## config.mk

```make
export PLATFORM = sky130hd
export DESIGN_NAME = multicycle_control
export DESIGN_NICKNAME = d
export VERILOG_FILES = /design/src/rtl/multicycle_control.sv
export SDC_FILE = /design/constraint.sdc
export NUM_CORES = 1
export LEC_CHECK = 0
export BUFFER_PORTS_ARGS = -buffer_cell sky130_fd_sc_hd__buf_2
export CORE_UTILIZATION = 25
export CTS_BUF_LIST = sky130_fd_sc_hd__clkbuf_8 sky130_fd_sc_hd__clkbuf_16
export DETAILED_ROUTE_END_ITERATION = 8
export PLACE_DENSITY = 0.66
export SYNTH_ARGS = -nofsm -noshare
export SYNTH_HDL_FRONTEND = slang
export SYNTH_SLANG_ARGS = --single-unit
```

## constraint.sdc

```tcl
create_clock -name clk -period 1.6 [get_ports clk]
set_input_delay 0.08 -clock clk [delete_from_list [all_inputs] [get_ports clk]]
set_output_delay 0.08 -clock clk [all_outputs]
set_load 0.05 [all_outputs]
```

## src/rtl/multicycle_control.sv

```systemverilog
`default_nettype none
// ============================================================================
// Module   : multicycle_control
// Purpose  : Moore-style sequencer for the multi-cycle extended MIPS datapath
//            (base set plus ori, jsp, jmxor, bgezal, baln, balrv). One shared
//            memory and one shared ALU are time-multiplexed across the states.
// Revision : 1.0 - initial release
// ----------------------------------------------------------------------------
// Parameters
//   SP_REG    : register index the datapath forces onto rs for jsp (29)
//   LINK_REG  : link register selected by regdest=10 (31)
// Ports
//   clk          in   1   clock, rising edge
//   reset        in   1   asynchronous, active-high
//   instr        in  32   IR contents (opcode, rs, rt, rd, funct)
//   dataa        in  32   register A, only the sign bit is used
//   status       in   3   {Z,N,V} flags
//   pcwrite .. rssel_sp  out 1 each   write/read strobes
//   iord         out  2   memory address: 00 PC, 01 ALUOut, 10 A
//   regdest      out  2   write register: 00 rt, 01 rd, 10 LINK_REG
//   memtoreg     out  2   write data: 00 ALUOut, 01 MDR, 10 PC
//   alusrca      out  1   ALU A: 0 PC, 1 A
//   alusrcb      out  2   ALU B: 00 B, 01 4, 10 simm, 11 simm<<2
//   aluop        out  3   000 add, 001 sub, 010 funct, 011 or-zimm, 100 xor
//   pcsource     out  3   000 ALU, 001 ALUOut, 010 jump target, 011 MDR, 100 A
//   trap         out  1   illegal-opcode indication
//   state        out  5   current state, debug only
// Build option
//   MULTICYCLE_CONTROL_TRAP_EN : when defined, an illegal opcode parks the
//   sequencer in ILLEGAL with trap=1 until reset; otherwise ILLEGAL is a
//   one-cycle NOP and trap is constant 0.
// ============================================================================
module multicycle_control #(
  parameter int SP_REG   = 29,
  parameter int LINK_REG = 31
) (
  input  logic        clk,
  input  logic        reset,
  input  logic [31:0] instr,
  input  logic [31:0] dataa,
  input  logic [2:0]  status,
  output logic        pcwrite,
  output logic        pcwritecond,
  output logic        irwrite,
  output logic        regwrite,
  output logic        memread,
  output logic        memwrite,
  output logic        rssel_sp,
  output logic [1:0]  iord,
  output logic [1:0]  regdest,
  output logic [1:0]  memtoreg,
  output logic        alusrca,
  output logic [1:0]  alusrcb,
  output logic [2:0]  aluop,
  output logic [2:0]  pcsource,
  output logic        trap,
  output logic [4:0]  state
);

  typedef enum logic [4:0] {
    S_RST     = 5'd0,
    S_FETCH   = 5'd1,
    S_DECODE  = 5'd2,
    S_MADDR   = 5'd3,
    S_MRD     = 5'd4,
    S_MWB     = 5'd5,
    S_MWR     = 5'd6,
    S_REXEC   = 5'd7,
    S_RWB     = 5'd8,
    S_OEXEC   = 5'd9,
    S_OWB     = 5'd10,
    S_BEQ     = 5'd11,
    S_XADDR   = 5'd12,
    S_JMEM    = 5'd13,
    S_JJUMP   = 5'd14,
    S_BGEZ    = 5'd15,
    S_BALN    = 5'd16,
    S_BALRV   = 5'd17,
    S_ILLEGAL = 5'd18
  } state_t;

  localparam logic [5:0] C_OP_RTYPE = 6'd0;
  localparam logic [5:0] C_OP_BEQ   = 6'd4;
  localparam logic [5:0] C_OP_ORI   = 6'd13;
  localparam logic [5:0] C_OP_JSP   = 6'd18;
  localparam logic [5:0] C_OP_BALN  = 6'd27;
  localparam logic [5:0] C_OP_LW    = 6'd35;
  localparam logic [5:0] C_OP_SW    = 6'd43;
  localparam logic [5:0] C_FN_BALRV = 6'd22;
  localparam logic [5:0] C_FN_JMXOR = 6'd34;

  localparam logic [2:0] C_ALU_ADD = 3'b000;
  localparam logic [2:0] C_ALU_SUB = 3'b001;
  localparam logic [2:0] C_ALU_FN  = 3'b010;
  localparam logic [2:0] C_ALU_ORI = 3'b011;
  localparam logic [2:0] C_ALU_XOR = 3'b100;

  state_t state_q, state_d;

  logic [5:0] w_op;
  logic [4:0] w_rt;
  logic [4:0] w_rd;
  logic [5:0] w_fn;

  assign w_op = instr[31:26];
  assign w_rt = instr[20:16];
  assign w_rd = instr[15:11];
  assign w_fn = instr[5:0];

  // Register indices live in the datapath muxes; they are carried here only
  // so the configuration is visible alongside the control encoding.
  logic [30:0] w_unused_bits;
  assign w_unused_bits = {5'(SP_REG), 5'(LINK_REG), instr[25:21], instr[10:6],
                          dataa[30:20], status[2]};

  always_ff @(posedge clk or posedge reset) begin
    if (reset) state_q <= S_RST;
    else       state_q <= state_d;
  end

  assign state = state_q;

  always_comb begin
    state_d     = state_q;
    pcwrite     = 1'b0;
    pcwritecond = 1'b0;
    irwrite     = 1'b0;
    regwrite    = 1'b0;
    memread     = 1'b0;
    memwrite    = 1'b0;
    rssel_sp    = 1'b0;
    iord        = 2'b00;
    regdest     = 2'b00;
    memtoreg    = 2'b00;
    alusrca     = 1'b0;
    alusrcb     = 2'b00;
    aluop       = C_ALU_ADD;
    pcsource    = 3'b000;
    trap        = 1'b0;

    case (state_q)
      S_RST: state_d = S_FETCH;

      S_FETCH: begin
        memread = 1'b1;
        irwrite = 1'b1;
        alusrcb = 2'b01;
        pcwrite = 1'b1;
        state_d = S_DECODE;
      end

      S_DECODE: begin
        // Branch target is computed speculatively into ALUOut.
        alusrcb  = 2'b11;
        rssel_sp = (w_op == C_OP_JSP);
        case (w_op)
          C_OP_RTYPE: begin
            if (w_fn == C_FN_BALRV)                     state_d = S_BALRV;
            else if (w_fn == C_FN_JMXOR && w_rd == 5'd0) state_d = S_XADDR;
            else                                         state_d = S_REXEC;
          end
          // lw with rt=0 would be a useless load; that encoding is bgezal.
          C_OP_LW:   state_d = (w_rt != 5'd0) ? S_MADDR : S_BGEZ;
          C_OP_SW:   state_d = S_MADDR;
          C_OP_BEQ:  state_d = S_BEQ;
          C_OP_ORI:  state_d = S_OEXEC;
          C_OP_JSP:  state_d = S_JMEM;
          C_OP_BALN: state_d = S_BALN;
          default:   state_d = S_ILLEGAL;
        endcase
      end

      S_MADDR: begin
        alusrca = 1'b1;
        alusrcb = 2'b10;
        state_d = (w_op == C_OP_LW) ? S_MRD : S_MWR;
      end

      S_MRD: begin
        memread = 1'b1;
        iord    = 2'b01;
        state_d = S_MWB;
      end

      S_MWB: begin
        regwrite = 1'b1;
        memtoreg = 2'b01;
        state_d  = S_FETCH;
      end

      S_MWR: begin
        memwrite = 1'b1;
        iord     = 2'b01;
        state_d  = S_FETCH;
      end

      S_REXEC: begin
        alusrca = 1'b1;
        aluop   = C_ALU_FN;
        state_d = S_RWB;
      end

      S_RWB: begin
        regwrite = 1'b1;
        regdest  = 2'b01;
        state_d  = S_FETCH;
      end

      S_OEXEC: begin
        alusrca = 1'b1;
        alusrcb = 2'b10;
        aluop   = C_ALU_ORI;
        state_d = S_OWB;
      end

      S_OWB: begin
        regwrite = 1'b1;
        state_d  = S_FETCH;
      end

      S_BEQ: begin
        alusrca     = 1'b1;
        aluop       = C_ALU_SUB;
        pcwritecond = 1'b1;
        pcsource    = 3'b001;
        state_d     = S_FETCH;
      end

      S_XADDR: begin
        alusrca = 1'b1;
        aluop   = C_ALU_XOR;
        state_d = S_JMEM;
      end

      S_JMEM: begin
        // jsp reads through A (rs forced to SP); jmxor through ALUOut.
        memread = 1'b1;
        iord    = (w_op == C_OP_JSP) ? 2'b10 : 2'b01;
        state_d = S_JJUMP;
      end

      S_JJUMP: begin
        pcwrite  = 1'b1;
        pcsource = 3'b011;
        // PC still holds PC+4 here, so memtoreg=10 writes the return address.
        if (w_op == C_OP_RTYPE) begin
          regwrite = 1'b1;
          regdest  = 2'b10;
          memtoreg = 2'b10;
        end
        state_d = S_FETCH;
      end

      S_BGEZ: begin
        if (!dataa[31]) begin
          pcwrite  = 1'b1;
          pcsource = 3'b001;
          regwrite = 1'b1;
          regdest  = 2'b10;
          memtoreg = 2'b10;
        end
        state_d = S_FETCH;
      end

      S_BALN: begin
        if (status[1]) begin
          pcwrite  = 1'b1;
          pcsource = 3'b010;
          regwrite = 1'b1;
          regdest  = 2'b10;
          memtoreg = 2'b10;
        end
        state_d = S_FETCH;
      end

      S_BALRV: begin
        if (status[0]) begin
          pcwrite  = 1'b1;
          pcsource = 3'b100;
          regwrite = 1'b1;
          regdest  = 2'b01;
          memtoreg = 2'b10;
        end
        state_d = S_FETCH;
      end

      S_ILLEGAL: begin
`ifdef MULTICYCLE_CONTROL_TRAP_EN
        trap    = 1'b1;
        state_d = S_ILLEGAL;
`else
        state_d = S_FETCH;
`endif
      end

      default: state_d = S_RST;
    endcase
  end

endmodule
`default_nettype wire

```

After elaboration in Yosys (flattened, before gate mapping)
Cells that the tools add are included.

Eq/ne operators: 26. Muxes and demuxes: 33. Reduce and logical (&&, ||, !) cells: 12.

Operators by type and width (count): 5-bit one-hot mux with 9 select lines (1); 5-bit by 4-bit equality test with 1-bit output, second input constant (8); 5-bit one-hot mux with 7 select lines (1); 5-bit by 3-bit equality test with 1-bit output, second input constant (4); 2-bit one-hot mux with 5 select lines (2); 6-bit by 5-bit equality test with 1-bit output, second input constant (3); 6-bit equality test, second input constant (3); 5-bit equality test, second input constant (3); 3-bit one-hot mux with 5 select lines (1); 2-bit 2-to-1 mux (7); 1-bit 2-to-1 mux (12); 3-bit one-hot mux with 4 select lines (1); 11-bit OR reduction (1); 5-bit by 2-bit equality test with 1-bit output, second input constant (2); 5-bit logical NOT (2); 4-bit 2-to-1 mux (2); 6-bit by 3-bit equality test with 1-bit output, second input constant (1); 6-bit by 4-bit equality test with 1-bit output, second input constant (1); 6-bit logical NOT (1); 2-bit one-hot mux with 3 select lines (1); 2-bit OR reduction (3); 3-bit OR reduction (2); 5-bit by 1-bit equality test with 1-bit output, second input constant (1); 5-bit 2-to-1 mux (1); 7 further kinds (7).

Register bits after elaboration: 5. Input port bits: 69. Output and inout port bits: 28. Logic and storage cells: 72.

Depth between registers and ports, before layout
Gate-level depths: netlist of run 1.

Word-level depth: 6. Mapped depth: 6. Mapped depth without buffers: 5.

Worst setup path after synthesis of run 1
Ideal clock, no wire load.

Path type: flip-flop to output port. Start point: register state_q[4] (netlist: state[4]). End point: output port pcwrite. Data arrival time: 2.916 ns. Data required time: 1.520 ns. Slack: -1.396 ns. Stages on the path, launching flop included: 5. Path buffers: 2. Path through: dfrtp_1 -> buf_2 -> buf_1 -> a21oi_1 -> o41ai_1.

Cells in the longest elaborated chain, start to end: 3. Elaborated cells on any way between the ends: 7. Classes of those cells: 5 x eq/ne; 1 x mux; 1 x reduce/logical.

RTL lines: start: declaration (line 98) `state_t state_q, state_d;`; start signal: assignment (line 118) `else state_q <= state_d;`; 5-bit by 4-bit equality test with 1-bit output / 5-bit by 1-bit equality test with 1-bit output (equally long branches) (line 141) `case (state_q)`; 2-bit OR reduction (no line); 1-bit one-hot mux with 4 select lines * (line 141); end: declaration (line 42) `output logic pcwrite,`.

Every way passes the cells marked *; elsewhere a longest branch is shown, timed or not.

Worst setup path after layout of run 1
Start point: register state_q[3] (netlist: state[3]). End point: output port regwrite.

Cells in the longest elaborated chain, start to end: 3. Elaborated cells on any way between the ends: 9. Classes of those cells: 7 x eq/ne; 1 x mux; 1 x reduce/logical.

RTL lines: 5-bit by 4-bit equality test with 1-bit output / 5-bit by 3-bit equality test with 1-bit output (equally long branches) (line 141); 3-bit OR reduction (no line); 1-bit one-hot mux with 5 select lines * (line 141); end: declaration (line 45) `output logic regwrite,`.

Marks and branches as above.

==> results of run 1 <==
## kinds of logic (layout without fill, tap and decap cells)
family | Yosys count | in the layout | share of synthesized area [%]
AO/OA/AOI/OAI | 31 | 31 | 23.0
multiplexers | 2 | 2 | 2.38
other | 1 | 1 | 0.420
flip-flops | 5 | 5 | 14.0
XOR/XNOR | 1 | 1 | 0.982
AND/OR/NAND/NOR | 83 | 83 | 52.5
buffers and inverters | 12 | 87 | 6.73
## final timing paths
| path | start | depth (start not counted) | endpoint | slack, ns |
|---|---|---|---|---|
| setup reg to reg | state[3] | 5 | state[3] | 0 |
| hold reg to reg | state[4] | 3 | state[4] | 0.79 |
| hold / removal | instr[27] | 3 | state[0] | 0.26 |
| max in group asynchronous | reset | 3 | state[1] | 1.12 |
| setup / recovery | state[3] | 5 | regwrite | -0.17 |
| min in group asynchronous | reset | 3 | state[0] | 0.30 |
## what timing repair did
| action | 4_1_cts | 5_1_grt |
|---|---|---|
| endpoints found under the setup margin | 18 | 22 |
| pin swaps | 8 | 3 |
| hold buffers | 1 | 0 |
| gates resized for setup | 44 | 10 |
| endpoints found under the hold margin | 5 | 0 |
| buffers inserted | 6 | 3 |
## cell type report
cell class                      instances  share of cell area (%)
Tap cell                               46                    3.12
Sequential cell                         5                    7.13
Timing Repair Buffer                   82                    35.5
Inverter                                1                   0.204
Clock buffer                            3                    2.24
Multi-Input combinational cell        118                    51.6
Clock inverter                          1                   0.204
## worst min-delay path: stages
cell and delay, ns:
buf_2 0.13, a221oi_1 0.11, o21ai_2 0.13
## through the flow
| step | utilization (%) | TNS, ns | cell area [um^2] |
|---|---|---|---|
| 2_1_floorplan | - | -2.11 | 1150 |
| 3_3_place_gp | 45.8 | -0.184 | 1550 |
| 3_5_place_dp | 45.8 | -0.134 | 1550 |
| 4_1_cts | 52.8 | -0.990 | 1790 |
| 5_1_grt | 54.3 | -1.82 | 1840 |
| 6_report | 54.3 | -1.06 | 1840 |
## Yosys cell counts, types with 2 or more instances
library cell / instances
nor2_1: 20
nor3_1: 12
nand2_1: 11
a21oi_1: 8
nand2b_1: 8
o21ai_0: 6
clkbuf_1: 5
dfrtp_1: 5
nand3b_1: 4
nor2b_1: 4
buf_2: 3
nand4b_1: 3
o21a_1: 3
and3_1: 2
and4b_1: 2
nand3_1: 2
nor3b_1: 2
nor4_1: 2
o21ai_1: 2
or2_1: 2
## power breakdown
part	total (mW)	switching (mW)	internal, mW
sequential	0.261	0.0675	0.193
combinational	3.10	1.85	1.25
clock	0.224	0.0597	0.164
total	3.58	1.97	1.61
## per-layer routing
| layer | up-vias | GRT usage [%] |
|---|---|---|
| met1 | 596 | 22.2 |
| met5 | - | 0 |
| met4 | 0 | 7.62 |
| met2 | 58 | 30.9 |
| met3 | 0 | 1.45 |
| li1 | 641 | - |
==> results by group, run 1 <==
Global route
  • GRT Overall Usage: between 10% and 20%
  • Number of global-route vias before repair: 1121
  • Largest net degree at the start of global routing: 22
  • Grt ovf: 0
  • First-pass GRT wire length: ~5000 um
  • Initial antenna violation count: 0

Run
  • Max-Cap Viols: 0

Timing
  • Clock Skew: between 0.001 and 0.0015 ns
  • Final Cycle Share: 111%
  • Worst hold slack: about 0.26 ns
  • Final Setup Violations: 12
  • Final Hold Vio Count: 0
  • Fmax: about 0.56 GHz
  • Min Tclk post-route: about 1.8 ns
  • Unrepaired setup endpoints after global routing: yes
  • Final worst slack: -0.173 ns
  • Max Slew Vio Count: 0

Drt
  • Top Layer Used: met3
  • Via-to-Cell Ratio: slightly above 5
  • M1 WL: 1410 um
  • DR WL/cell: 12.8 um
  • Drt total wl: roughly 3300 um
  • Routed wl met3: roughly 180 um
  • Residual DRC: 0
  • DR WL met2: around 1700 um
  • Initial DRC Count: 51
  • First-pass DRT Iterations: 4
  • Number of routed nets with antenna violations: 0
  • Via count: about 1300

Clock network
  • H-tree depth: 1
  • TritonCTS buffer count: 3
  • Clock Tree Buf Depth: 2
  • Clock slew at reported path FFs: 0.04 ns
  • # clock sinks: 5
  • CTS tree: built
  • Clock latency on the worst-skew pair: 0.22 ns
  • Clk root buf: clkbuf_8

Setup path
  • Delay-heaviest family, CP: simple AND/OR/NAND/NOR gates
  • CP Class: reg2out
  • Slowest stage delay, CP: between 0.4 and 0.5 ns
  • WP data required: 1.52 ns
  • Crit-path cells: or2_4 -> or4_4 -> o21ai_4 -> a221o_2 -> buf_8
  • Critical path endpoint category: output port
  • Startpoint types: register
  • WP buf/inv: 1
  • Crit-path max FO: 3
  • CP arrival: about 1.7 ns
  • Slowest stage cell, crit path: or4_4

Logic synthesis
  • Mapped Avg Cell Area: ~6.6 um^2
  • Sequential share of the synthesized area: between 10% and 20%
  • Net Count, Synth: 204
  • Post-Syn Area: 892 um^2
  • Yosys synthesis warning count: 0
  • Yosys top cell area share: ~14%
  • Post-synth EDFFs: 0
  • Area leader, netlist: dfrtp_1
  • Post-synth ARST share: 100%
  • Top post-synthesis cells by area: dfrtp_1, nor2_1, nor3_1
  • Post-synthesis cell count: 135
  • Register bit total from synthesis: 5
  • Synth unique cells: 49
  • Main synth FF type: dfrtp_1

Die
  • Core Box Area: 0.00339 mm^2
  • Die height: a little over 60 um
  • Top Ports: 97
  • Site row count: 21
  • DIE WIDTH: a little over 60 um
  • Starting density of the core: 26.3%
  • Die area: about 0.0038 mm^2

Placed design
  • Post-Place Cells: 242
  • GP Congestion: 0.888
  • Pre-CTS setup slack: -0.0310 ns
  • Final HPWL DP: 2380 um
  • Input/output buffers: 53

Status
  • Status: finished with violations
  • Failing checks: setup timing

Cells and area
  • Ant diodes: 0
  • Most common cell after layout, fill and taps aside: buf_2
  • Fillers: 315
  • Fin cells: about 260
  • Most frequent cells in the layout: buf_2, buf_4, nor2_1, buf_6, nand2_1
  • Share of cells above drive strength 1: 60.0%
  • Nets: 280
  • Multi-input logic area: around 950 um^2
  • Syn-to-layout area delta: 106%
  • Max reg flops: 5
  • Register Area: between 100 and 150 um^2

Worst hold path
  • Hold Crit Class: in2reg

Power and ir drop
  • Worst IR Drop VDD: between 0.6 and 0.7 mV
  • Pwr/cell area: 1950 mW/mm^2
  • Overall power: ~3.6 mW
  • P_leak: approximately 0.81 nW
Note: power is estimated with default switching activity, not from simulation.
==> inputs of run 2 (changes only) <==
Settings changed: RECOVER_POWER from default to 50, REMOVE_ABC_BUFFERS from default to 1.
==> run 2 against run 1 <==
  * The flow still finishes with violations (setup timing)
  * Cell area decreased by 14%
  * Core utilization decreased by 7.7 points
  * Register-to-register slack improved by 0.04 ns
  * Via count decreased by 2.3%
  * Sequential share of layout area increased by 0.94 points
  * Sequential power about the same
  * Final cell count decreased by 1.6%
  * Worst hold slack got worse by 0.038 ns
  * Clock-buffer cell count unchanged
  * Worst setup slack improved by 0.016 ns
  * Clock power increased by 4%
  * Critical path type unchanged
  * Largest power group unchanged
  * Highest routed layer is now met4
==> results by group, run 2 (synthesized netlist as in run 1, its figures left out) <==
Status
  • Status: finished with violations
  • Failing checks: setup timing

Cells and area
  • Nets: 276 (-1.4%)
  • Fillers: 320 (+1.6%)
  • Most common cell after layout, fill and taps aside: buf_2
  • Most frequent cells in the layout: buf_2, buf_4, nor2_1, nand2_1, nor3_1
  • Register Area: 128 um^2 (-2.9%)
  • Fin cells: 252 (-1.6%)
  • Post-layout util: 46.6% (-7.7 points)
  • Ant diodes: 0 (unchanged)
  • Multi-input logic area: 792 um^2 (-17%)
  • Max reg flops: 5 (unchanged)
  • Syn-to-layout area delta: 77.1%
  • Final Instance Area: 0.00158 mm^2 (-14%)
  • Share of cells above drive strength 1: 49.0% (-11 points)

Timing
  • Tightest Pin Transition: approximately 0.6 ns
  • Min Tclk post-route: 1.76 ns (-0.0157 ns)
  • Max Slew Vio Count: 0 (unchanged)
  • Unrepaired setup endpoints after global routing: yes
  • Final Hold Vio Count: 0 (unchanged)
  • Final Cycle Share: 110% (-0.98 points)
  • Final worst slack: -0.158 ns (+0.0157 ns)
  • Worst hold slack: 0.221 ns (-0.0379 ns)
  • Final Setup Violations: 8 (-4)
  • Fmax: 0.569 GHz (+0.89%)
  • Clock Skew: 0.00197 ns (+0.000790 ns)
  • Slew Limit Headroom: between 60% and 70%
  • TNS Setup: -0.846 ns (+0.215 ns)

Clock network
  • Clock latency on the worst-skew pair: 0.23 ns (about the same)
  • Clock Tree Buf Depth: 2 (unchanged)
  • CTS tree: built
  • TritonCTS buffer count: 3 (unchanged)
  • Clk root buf: clkbuf_8
  • Clock slew at reported path FFs: 0.03 ns (about the same)
  • # clock sinks: 5 (unchanged)
  • H-tree depth: 1 (unchanged)

Die
  • Core Box Area: 0.00339 mm^2 (unchanged)
  • Die area: 0.00381 mm^2 (unchanged)
  • Starting density of the core: 26.3% (unchanged)
  • Top Ports: 97 (unchanged)
  • Die height: 61.7 um (unchanged)
  • Site row count: 21 (unchanged)
  • DIE WIDTH: 61.7 um (unchanged)

Power and ir drop
  • Sequential power share: 8.7% (+1.4 points)
  • Pint: 1.29 mW (-20%)
  • Switching power: 1.69 mW (-14%)
  • Gate power share: 83.5% (-3.0 points)
  • Sw Ratio: 56.8% (+1.8 points)
  • P_leak: 0.704 nW (-13%)
  • Pwr/cell area: 1880 mW/mm^2 (-3.1%)
  • Clk pwr share: 7.8% (+1.6 points)
  • Worst IR Drop VDD: 0.710 mV (+4.2%)

Setup path
  • Critical path endpoint category: output port
  • Slowest stage cell, crit path: or4_4
  • Reg2reg start: state[2]
  • Worst r2r dst: state[3]
  • Worst reg2reg setup slack: 0.04 ns (+0.04 ns)
  • Crit-path cells: or2_4 -> or4_4 -> o21ai_4 -> a221o_1 -> buf_6
  • Slowest stage delay, CP: 0.43 ns (about the same)
  • Crit-path max FO: 3 (unchanged)
  • CP Class: reg2out
  • WP data required: 1.52 ns (about the same)
  • Delay-heaviest family, CP: simple AND/OR/NAND/NOR gates
  • R2R depth: 9 (+4)
  • CP arrival: 1.68 ns (about the same)
  • Startpoint types: register
  • WP buf/inv: 1 (unchanged)

Drt
  • Via-to-Cell Ratio: 5.02 (-0.77%)
  • Routed wl met3: 151 um (-16%)
  • Number of routed nets with antenna violations: 0 (unchanged)
  • Drt total wl: 2970 um (-9.6%)
  • DR WL/cell: 11.8 um (-8.2%)
  • M1 WL: 1330 um (-5.9%)
  • Residual DRC: 0 (unchanged)
  • Top Layer Used: met4
  • First-pass DRT Iterations: 4 (unchanged)
  • Initial DRC Count: 58 (+14%)
  • Via count: 1265 (-2.3%)
  • DR WL met2: 1440 um (-15%)

Global route
  • GRT Overall Usage: 15.9% (-1.7 points)
  • First-pass GRT wire length: 4490 um (-9.6%)
  • Initial antenna violation count: 0 (unchanged)
  • Number of global-route vias before repair: 1075 (-4.1%)
  • Grt ovf: 0 (unchanged)
  • Largest net degree at the start of global routing: 16 (-27%)

Worst hold path
  • Hold path depth: 3 (unchanged)
  • Hold Crit Start: instr[27]
  • Hold Path Sink: state[0]
  • Hold Crit Class: in2reg

Placed design
  • GP Congestion: 0.904 (+1.8%)
  • Input/output buffers: 53 (unchanged)
  • Final HPWL DP: 2160 um (-9.4%)
  • Placed instance area: 0.00128 mm^2 (-18%)
  • Post-Place Cells: 239 (-1.2%)

Run
  • Max-Cap Viols: 0 (unchanged)
[run 2: cell count changes in the layout (fill, tap and decap cells not counted), sizes merged]
cell / change
clkbuf: +5
buf: -9
[run 2: how the worst max path moves through the flow]
stage,from,endpoint,slack (ns),depth (start not counted)
2_1_floorplan,state[2],pcwrite,-1.23,2
3_3_place_gp,state[3],regwrite,-0.05,5
3_5_place_dp,state[3],regwrite,-0.06,5
4_1_cts,state[2],pcsource[1],-0.17,5
5_1_grt,state[2],regwrite,-0.19,5
6_report,state[2],regwrite,-0.16,5
[run 2: area by class of cell]
class                      instances  share of cell area, %
clock inverter                     1                  0.238
clock buffer                       3                   2.61
timing repair buffer              78                   35.1
sequential                         5                   8.08
multi-input combinational        118                   50.1
tap                               46                   3.64
inverter                           1                  0.238
[run 2: metal layers]
metal | up-vias | global-route usage [%]
met5 | - | 0
met4 | 0 | 7.62
met3 | 5 | 2.48
met2 | 47 | 25.7
met1 | 576 | 20.9
li1 | 637 | -
[run 2: timing repair]
| action | CTS | global route |
|---|---|---|
| endpoints found under the hold margin | 5 | 0 |
| gates cloned | 0 | 1 |
| pin swaps | 4 | 5 |
| setup endpoints to repair | 15 | 22 |
| hold buffers | 1 | 0 |
| resized for setup | 22 | 33 |
| setup buffers | 3 | 4 |
[run 2: power groups by stage]
stage / registers (mW) / logic (mW) / clock network (mW)
after global placement: 0.269 / 2.03 / 0
after floorplan: 0.548 / 1.15 / 0
final: 0.260 / 2.49 / 0.233
after detailed placement: 0.270 / 2.03 / 0
after global routing: 0.265 / 2.64 / 0.247
after CTS: 0.254 / 2.27 / 0.238
[run 2: tightest hold or removal path, delay by kind of cell]
kind / cells / cell delay [ns]
AOI/OAI and AO/OA: 2 / 0.20
buffers and inverters: 1 / 0.13
[run 2: stage by stage]
step / setup slack, ns / power (mW)
final: -0.158 / 2.98
after global routing: -0.193 / 3.15
after CTS: -0.172 / 2.76
after detailed placement: -0.0567 / 2.30
after global placement: -0.0516 / 2.30
after floorplan: -1.23 / 1.69
